[src/rtl/esp32_boot_pkg.sv]
`default_nettype none
// ============================================================================
// esp32_boot_pkg : shared types and constants for the ESP32 boot sequencer
// Revision 1.0
// ============================================================================
package esp32_boot_pkg;

  typedef enum logic [1:0] {
    IDLE       = 2'd0,
    ASSERT_RST = 2'd1,
    STRAP_HOLD = 2'd2,
    RUN        = 2'd3
  } boot_state_e;

  // Larger value wins when several sources fire in the same cycle.
  localparam logic [1:0] SRC_NONE = 2'd0;
  localparam logic [1:0] SRC_SOFT = 2'd1;
  localparam logic [1:0] SRC_HOST = 2'd2;
  localparam logic [1:0] SRC_BTN  = 2'd3;

  localparam logic MODE_NORMAL = 1'b0;
  localparam logic MODE_DL     = 1'b1;

  typedef struct packed {
    logic       valid;
    logic [1:0] src;
    logic       dl;
  } boot_req_t;

  function automatic boot_req_t pick_request(
    input logic btn_ev,  input logic btn_dl,
    input logic host_ev, input logic host_dl,
    input logic soft_ev, input logic soft_dl
  );
    boot_req_t r;
    r = '{valid: 1'b0, src: SRC_NONE, dl: MODE_NORMAL};
    if (btn_ev)       r = '{valid: 1'b1, src: SRC_BTN,  dl: btn_dl};
    else if (host_ev) r = '{valid: 1'b1, src: SRC_HOST, dl: host_dl};
    else if (soft_ev) r = '{valid: 1'b1, src: SRC_SOFT, dl: soft_dl};
    return r;
  endfunction

endpackage
`default_nettype wire

[src/rtl/esp32_boot_sequencer_btn_debounce.sv]
`default_nettype none
// ============================================================================
// btn_debounce : synchroniser + stability counter for an active-low button
// Revision 1.0
// ============================================================================
module btn_debounce #(
  parameter int DEBOUNCE_CYCLES  = 160000,
  parameter int HOST_SYNC_STAGES = 2
) (
  input  logic clk,
  input  logic rst,
  input  logic i_btn_n,
  output logic o_level,
  output logic o_fall
);

  localparam int DBC_W = $clog2(DEBOUNCE_CYCLES + 1);

  logic [HOST_SYNC_STAGES-1:0] sync_q, sync_d;
  logic [DBC_W-1:0]            cnt_q, cnt_d;
  logic                        level_q, level_d;
  logic                        fall_q, fall_d;
  logic                        w_sample;

  assign w_sample = sync_q[HOST_SYNC_STAGES-1];

  always_comb begin
    sync_d    = sync_q;
    sync_d[0] = i_btn_n;
    for (int i = 1; i < HOST_SYNC_STAGES; i++) sync_d[i] = sync_q[i-1];
  end

  // The count restarts whenever the sample agrees with the accepted level.
  always_comb begin
    cnt_d   = '0;
    level_d = level_q;
    fall_d  = 1'b0;
    if (w_sample != level_q) begin
      if (cnt_q == DBC_W'(DEBOUNCE_CYCLES - 1)) begin
        level_d = w_sample;
        fall_d  = ~w_sample;
      end else begin
        cnt_d = cnt_q + DBC_W'(1);
      end
    end
  end

  always_ff @(posedge clk) begin
    if (rst) begin
      sync_q  <= '1;
      cnt_q   <= '0;
      level_q <= 1'b1;
      fall_q  <= 1'b0;
    end else begin
      sync_q  <= sync_d;
      cnt_q   <= cnt_d;
      level_q <= level_d;
      fall_q  <= fall_d;
    end
  end

  assign o_level = level_q;
  assign o_fall  = fall_q;

endmodule
`default_nettype wire

[src/rtl/esp32_boot_sequencer.sv]
`default_nettype none
// ============================================================================
// esp32_boot_sequencer : timed EN / IO0 sequencing for the NINA ESP32
// Revision 1.0
// ============================================================================
module esp32_boot_sequencer
  import esp32_boot_pkg::*;
#(
  parameter int DEBOUNCE_CYCLES   = 160000,
  parameter int RESET_HOLD_CYCLES = 800000,
  parameter int STRAP_HOLD_CYCLES = 400000,
  parameter int HOST_SYNC_STAGES  = 2,
  parameter int CNT_W             = 20
) (
  input  logic iCLK,
  input  logic iRESET,
  input  logic iRESET_BTN_N,
  input  logic iBOOT_BTN_N,
  input  logic iHOST_DTR_N,
  input  logic iHOST_RTS_N,
  input  logic iSOFT_REQ,
  input  logic iSOFT_DL,
  output logic oESP_EN,
  output logic oESP_IO0,
  output logic oUART_GATE,
  output logic oBUSY,
  output logic oDL_MODE,
  output logic oDONE
);

  boot_state_e                 state_q, state_d;
  logic [CNT_W-1:0]            cnt_q, cnt_d;
  logic                        dl_q, dl_d;
  logic [HOST_SYNC_STAGES-1:0] dtr_sync_q, dtr_sync_d, rts_sync_q, rts_sync_d;
  logic                        rst_c_q;
  logic en_q, en_d, io0_q, io0_d, gate_q, gate_d;
  logic busy_q, busy_d, dl_mode_q, dl_mode_d, done_q, done_d;

  logic w_reset_level, w_reset_fall, w_boot_level, w_boot_fall, w_unused_btn;
  logic w_dtr_n, w_rts_n, w_rst_c, w_host_ev, w_host_dl;
  boot_req_t w_req;

  btn_debounce #(.DEBOUNCE_CYCLES(DEBOUNCE_CYCLES), .HOST_SYNC_STAGES(HOST_SYNC_STAGES))
    u_reset_btn (.clk(iCLK), .rst(iRESET), .i_btn_n(iRESET_BTN_N),
                 .o_level(w_reset_level), .o_fall(w_reset_fall));

  btn_debounce #(.DEBOUNCE_CYCLES(DEBOUNCE_CYCLES), .HOST_SYNC_STAGES(HOST_SYNC_STAGES))
    u_boot_btn (.clk(iCLK), .rst(iRESET), .i_btn_n(iBOOT_BTN_N),
                .o_level(w_boot_level), .o_fall(w_boot_fall));

  assign w_unused_btn = w_reset_level ^ w_boot_fall;

  always_comb begin
    dtr_sync_d    = dtr_sync_q;
    rts_sync_d    = rts_sync_q;
    dtr_sync_d[0] = iHOST_DTR_N;
    rts_sync_d[0] = iHOST_RTS_N;
    for (int i = 1; i < HOST_SYNC_STAGES; i++) begin
      dtr_sync_d[i] = dtr_sync_q[i-1];
      rts_sync_d[i] = rts_sync_q[i-1];
    end
  end

  // Auto-reset style: RTS low with DTR high holds the ESP32; its release starts a sequence.
  assign w_dtr_n   = dtr_sync_q[HOST_SYNC_STAGES-1];
  assign w_rts_n   = rts_sync_q[HOST_SYNC_STAGES-1];
  assign w_rst_c   = ~w_rts_n & w_dtr_n;
  assign w_host_ev = rst_c_q & ~w_rst_c;
  assign w_host_dl = ~w_dtr_n & w_rts_n;

  assign w_req = pick_request(w_reset_fall, ~w_boot_level, w_host_ev, w_host_dl,
                              iSOFT_REQ, iSOFT_DL);

  always_ff @(posedge iCLK) begin
    if (iRESET) begin
      state_q    <= ASSERT_RST;
      cnt_q      <= '0;
      dl_q       <= MODE_NORMAL;
      dtr_sync_q <= '1;
      rts_sync_q <= '1;
      rst_c_q    <= 1'b0;
      en_q       <= 1'b0;
      io0_q      <= 1'b1;
      gate_q     <= 1'b0;
      busy_q     <= 1'b1;
      dl_mode_q  <= MODE_NORMAL;
      done_q     <= 1'b0;
    end else begin
      state_q    <= state_d;
      cnt_q      <= cnt_d;
      dl_q       <= dl_d;
      dtr_sync_q <= dtr_sync_d;
      rts_sync_q <= rts_sync_d;
      rst_c_q    <= w_rst_c;
      en_q       <= en_d;
      io0_q      <= io0_d;
      gate_q     <= gate_d;
      busy_q     <= busy_d;
      dl_mode_q  <= dl_mode_d;
      done_q     <= done_d;
    end
  end

  always_comb begin
    state_d = state_q;
    cnt_d   = cnt_q;
    dl_d    = dl_q;
    unique case (state_q)
      IDLE: begin
        if (w_req.valid) begin
          state_d = ASSERT_RST;
          cnt_d   = '0;
          dl_d    = w_req.dl;
        end
      end
      ASSERT_RST: begin
        if (cnt_q == CNT_W'(RESET_HOLD_CYCLES - 1)) begin
          state_d = STRAP_HOLD;
          cnt_d   = '0;
        end else begin
          cnt_d = cnt_q + CNT_W'(1);
        end
      end
      STRAP_HOLD: begin
        if (cnt_q == CNT_W'(STRAP_HOLD_CYCLES - 1)) begin
          state_d = RUN;
          cnt_d   = '0;
        end else begin
          cnt_d = cnt_q + CNT_W'(1);
        end
      end
      RUN:     state_d = IDLE;
      default: state_d = IDLE;
    endcase
    // A button press restarts the sequence from any state.
    if (w_req.valid && w_req.src == SRC_BTN) begin
      state_d = ASSERT_RST;
      cnt_d   = '0;
      dl_d    = w_req.dl;
    end
  end

  // Decoded from the next state so the registered pins line up with state_q.
  always_comb begin
    en_d      = 1'b1;
    io0_d     = 1'b1;
    gate_d    = 1'b1;
    busy_d    = 1'b0;
    done_d    = 1'b0;
    dl_mode_d = dl_mode_q;
    unique case (state_d)
      ASSERT_RST: begin
        en_d   = 1'b0;
        io0_d  = ~dl_d;
        gate_d = 1'b0;
        busy_d = 1'b1;
      end
      STRAP_HOLD: begin
        io0_d  = ~dl_d;
        busy_d = 1'b1;
      end
      RUN: begin
        done_d    = 1'b1;
        dl_mode_d = dl_d;
      end
      default: ;
    endcase
  end

  assign oESP_EN    = en_q;
  assign oESP_IO0   = io0_q;
  assign oUART_GATE = gate_q;
  assign oBUSY      = busy_q;
  assign oDL_MODE   = dl_mode_q;
  assign oDONE      = done_q;

endmodule
`default_nettype wire

[config.mk]
export PLATFORM = sky130hd
export DESIGN_NAME = esp32_boot_sequencer
export DESIGN_NICKNAME = d
export VERILOG_FILES = /design/src/rtl/esp32_boot_pkg.sv /design/src/rtl/esp32_boot_sequencer_btn_debounce.sv /design/src/rtl/esp32_boot_sequencer.sv
export SDC_FILE = /design/constraint.sdc
export NUM_CORES = 1
export LEC_CHECK = 0
export CAP_MARGIN = 20
export CORE_ASPECT_RATIO = 1.5
export CORE_UTILIZATION = 25
export CTS_CLUSTER_SIZE = 40
export DETAILED_ROUTE_END_ITERATION = 8
export PLACE_DENSITY = 0.4
export SLEW_MARGIN = 40
export SYNTH_ARGS = -nofsm -noshare
export SYNTH_HDL_FRONTEND = slang
export SYNTH_SLANG_ARGS = --single-unit
[constraint.sdc]
create_clock -name iCLK -period 3.1 [get_ports iCLK]
set_input_delay 0.31 -clock iCLK [delete_from_list [all_inputs] [get_ports iCLK]]
set_output_delay 0.31 -clock iCLK [all_outputs]
set_load 0.005 [all_outputs]
==> impl_metrics.env <==
export IMPL_clock_sinks=76
export IMPL_place_ws_ps=597
export IMPL_postCtsHoldBufs=0
export IMPL_rsz0062_at_grt="false"
export IMPL_synth_top_area_frac=0.441
export IMPL_crit_slowest_cell="dfxtp_1"
export IMPL_swShare=0.262
export IMPL_synth_seq_cells=76
export IMPL_area_growth_syn_to_layout_pct=17.1
export IMPL_max_slew_worst_pin_slew_ps=614
export IMPL_diodes=0
export IMPL_grt_pass1_vias=2691
export IMPL_combPwrFrac=0.141
export IMPL_clkPwrFrac=0.445
export IMPL_cp_data_arrival_time_ps=2690
export IMPL_power_density_nw_per_um2=627
export IMPL_drt_iter0_drc=92
export IMPL_dr_pass1_iters=8
export IMPL_r2r_start="cnt_q[0]"
export IMPL_vias=2613
export IMPL_synthTopCellsByArea="dfxtp_1 44%, xor2_1 8.9%, nor2_1 8.3%, ha_1 4.0%, xnor2_1 3.8%"
export IMPL_place_congestion=0.779
export IMPL_cellLeakagePower_uw=0.00136
export IMPL_core_area_um2=13500
export IMPL_die_area_um2=14300
export IMPL_status="finished with violations"
export IMPL_wl_per_cell_um=12.3
export IMPL_path_cells="ha_1 -> nand4_1 -> nor4b_2 -> a21oi_1 -> o21ba_2 -> or3_1 -> ha_1 -> nor2_1 -> nand2_1"
export IMPL_grt_pass1_wl_mm=12.6
export IMPL_skew_ps=10.9
export IMPL_cts_max_level=3
export IMPL_clk_pin_slew_ps=60
export IMPL_end_kind="flip-flop"
export IMPL_fmax_ghz=0.403
export IMPL_slew_headroom=0.590
export IMPL_holdCritPathClass="flip-flop to flip-flop"
export IMPL_yosysTopAreaCell="dfxtp_1"
export IMPL_violations="design-rule violations"
export IMPL_syn_nets=416
export IMPL_route_detailed_drc=1
export IMPL_syn_area_um2=3450
export IMPL_cts_resized=0
export IMPL_setup_viol=0
export IMPL_required_ps=3310
export IMPL_synth_cells=397
export IMPL_report_final_slew_viol_count=0
export IMPL_path_max_fanout=5
export IMPL_start_util=0.256
export IMPL_cts_setup_buffers=0
export IMPL_intPower_uw=1870
export IMPL_yosys_warnings=0
export IMPL_die_y_um=146
export IMPL_cp_common_cell="ha_1"
export IMPL_ios=14
export IMPL_hold_violations=0
export IMPL_max_stage_delay_ps=410
export IMPL_cts_made_buffers=9
export IMPL_die_width_um=97.9
export IMPL_grt_max_degree=22
export IMPL_crit_path_start="cnt_q[0]"
export IMPL_vdd_ir_drop_max_uv=293
export IMPL_dp_hpwl_mm=5.15
export IMPL_insertion_delay_ps=340
export IMPL_grt_use_total=0.111
export IMPL_vias_per_cell=4.52
export IMPL_rows=52
export IMPL_yosysSeqAreaShare=0.441
export IMPL_wl_mm=7.12
export IMPL_cp_start_kind="flip-flop"
export IMPL_io_buffers=13
export IMPL_layout_nets=430
export IMPL_synth_cell_type_count=43
export IMPL_hp_start="u_reset_btn.sync_q[0]"
export IMPL_fin_ws_ps=617
export IMPL_max_cap_violations=0
export IMPL_period_needed_ps=2480
export IMPL_cts_root_buf="clkbuf_16"
export IMPL_final_cell_mix="76 x nor2_1, 76 x dfxtp_1, 35 x xor2_1"
export IMPL_p_sw_uw=664
export IMPL_fillCellCount=1433
export IMPL_overflow=0
export IMPL_drive_gt1_frac=0.0841
export IMPL_fin_crit_sh=0.801
export IMPL_seq_power_share=0.414
export IMPL_ant_nets=0
export IMPL_worstSetupPathType="flip-flop to flip-flop"
export IMPL_cts_tree="built"
export IMPL_setup_tns_ps=0
export IMPL_cts_buffer_depth=2
export IMPL_syn_avg_cell_area_um2=8.68
export IMPL_antenna_found_initial=0
-- registers in the layout, indices dropped and copies added (netlist names) --
name,flops
cnt_q,20
dl_q,1
dtr_sync_q,2
oBUSY,1
oDL_MODE,1
oDONE,1
oESP_IO0,1
oUART_GATE,1
rst_c_q,1
rts_sync_q,2
state_q,2
u_boot_btn.cnt_q,18
u_boot_btn.o_level,1
u_boot_btn.sync_q,2
u_reset_btn.cnt_q,18
u_reset_btn.o_fall,1
u_reset_btn.o_level,1
u_reset_btn.sync_q,2
-- cell type report --
type | instances | area [µm²] | area share
Tap cell | 162 | 203 | 0.0502
Inverter | 11 | 41.3 | 0.0102
Clock inverter | 6 | 87.6 | 0.0217
Timing Repair Buffer | 16 | 153 | 0.0378
Multi-Input combinational cell | 297 | 1800 | 0.447
Sequential cell | 76 | 1520 | 0.377
Clock buffer | 10 | 229 | 0.0567
-- power groups by stage --
stage,logic [µW],registers (µW),clock network (µW)
after floorplan,265,1070,0
after detailed placement,365,1070,0
final,357,1050,1130
after global routing,411,1060,1210
after global placement,368,1070,0
after CTS,366,1050,1170
-- metal layers --
metal  GRT usage  share of wire
met5           0              0
met4      0.0545          0.020
met3      0.0255          0.024
met2       0.199           0.52
met1       0.123           0.44
-- cells in the mapped netlist (all sizes together) --
cell,number
nand3b,1
dfxtp,76
nor4b,3
nor2b,3
nand3,21
o21a,1
and3,11
and4,4
or2,11
nor2,76
or4,2
inv,11
a21oi,8
o21ba,1
a211oi,5
o21bai,1
clkbuf,7
nor4,6
nor3,9
a2111o,1
buf,6
a21boi,1
a211o,2
o21ai,5
nand2,32
ha,11
nand2b,4
nand4b,1
or3,5
o31a,1
nand4,18
xor2,35
xnor2,15
and2,1
nand4bb,1
o31ai,1
-- worst max-delay path, delay by kind of cell (launching register included) --
kind / cells / cell delay (ps)
compound gates: 2 / 360
fa+ha+maj: 2 / 510
simple gates: 5 / 1070
flops: 1 / 410
-- logic make-up (layout without fill, tap and decap cells) --
group,count (synthesis),count (layout),synth area share
AOI/OAI and AO/OA,27,27,0.0537
DFF,76,76,0.441
and+or+nand+nor,209,209,0.302
xor gates and xnor gates,50,50,0.127
buffers and inverters,24,43,0.0356
adders and majority gates,11,11,0.0399
-- metrics by stage --
step / instance area [µm²] / instances / utilization / total power [µW] / hold slack [ps]
3_3_place_gp: 3720 / 562 / 0.276 / 1440 / 392
4_1_cts: 4040 / 578 / 0.300 / 2580 / 407
6_report: 4040 / 578 / 0.300 / 2530 / 406
3_5_place_dp: 3720 / 562 / 0.276 / 1440 / 392
5_1_grt: 4040 / 578 / 0.300 / 2680 / 423
2_1_floorplan: 3450 / 397 / - / 1330 / 389
-- final timing paths --
path	end	slack (ps)	cells after the start
max reg2reg	oESP_IO0	620	9
max	oESP_IO0	620	9
min reg2reg	u_reset_btn.sync_q[1]	410	1
min	u_reset_btn.sync_q[1]	410	1
No activity file was read; power rests on OpenSTA's default activity.
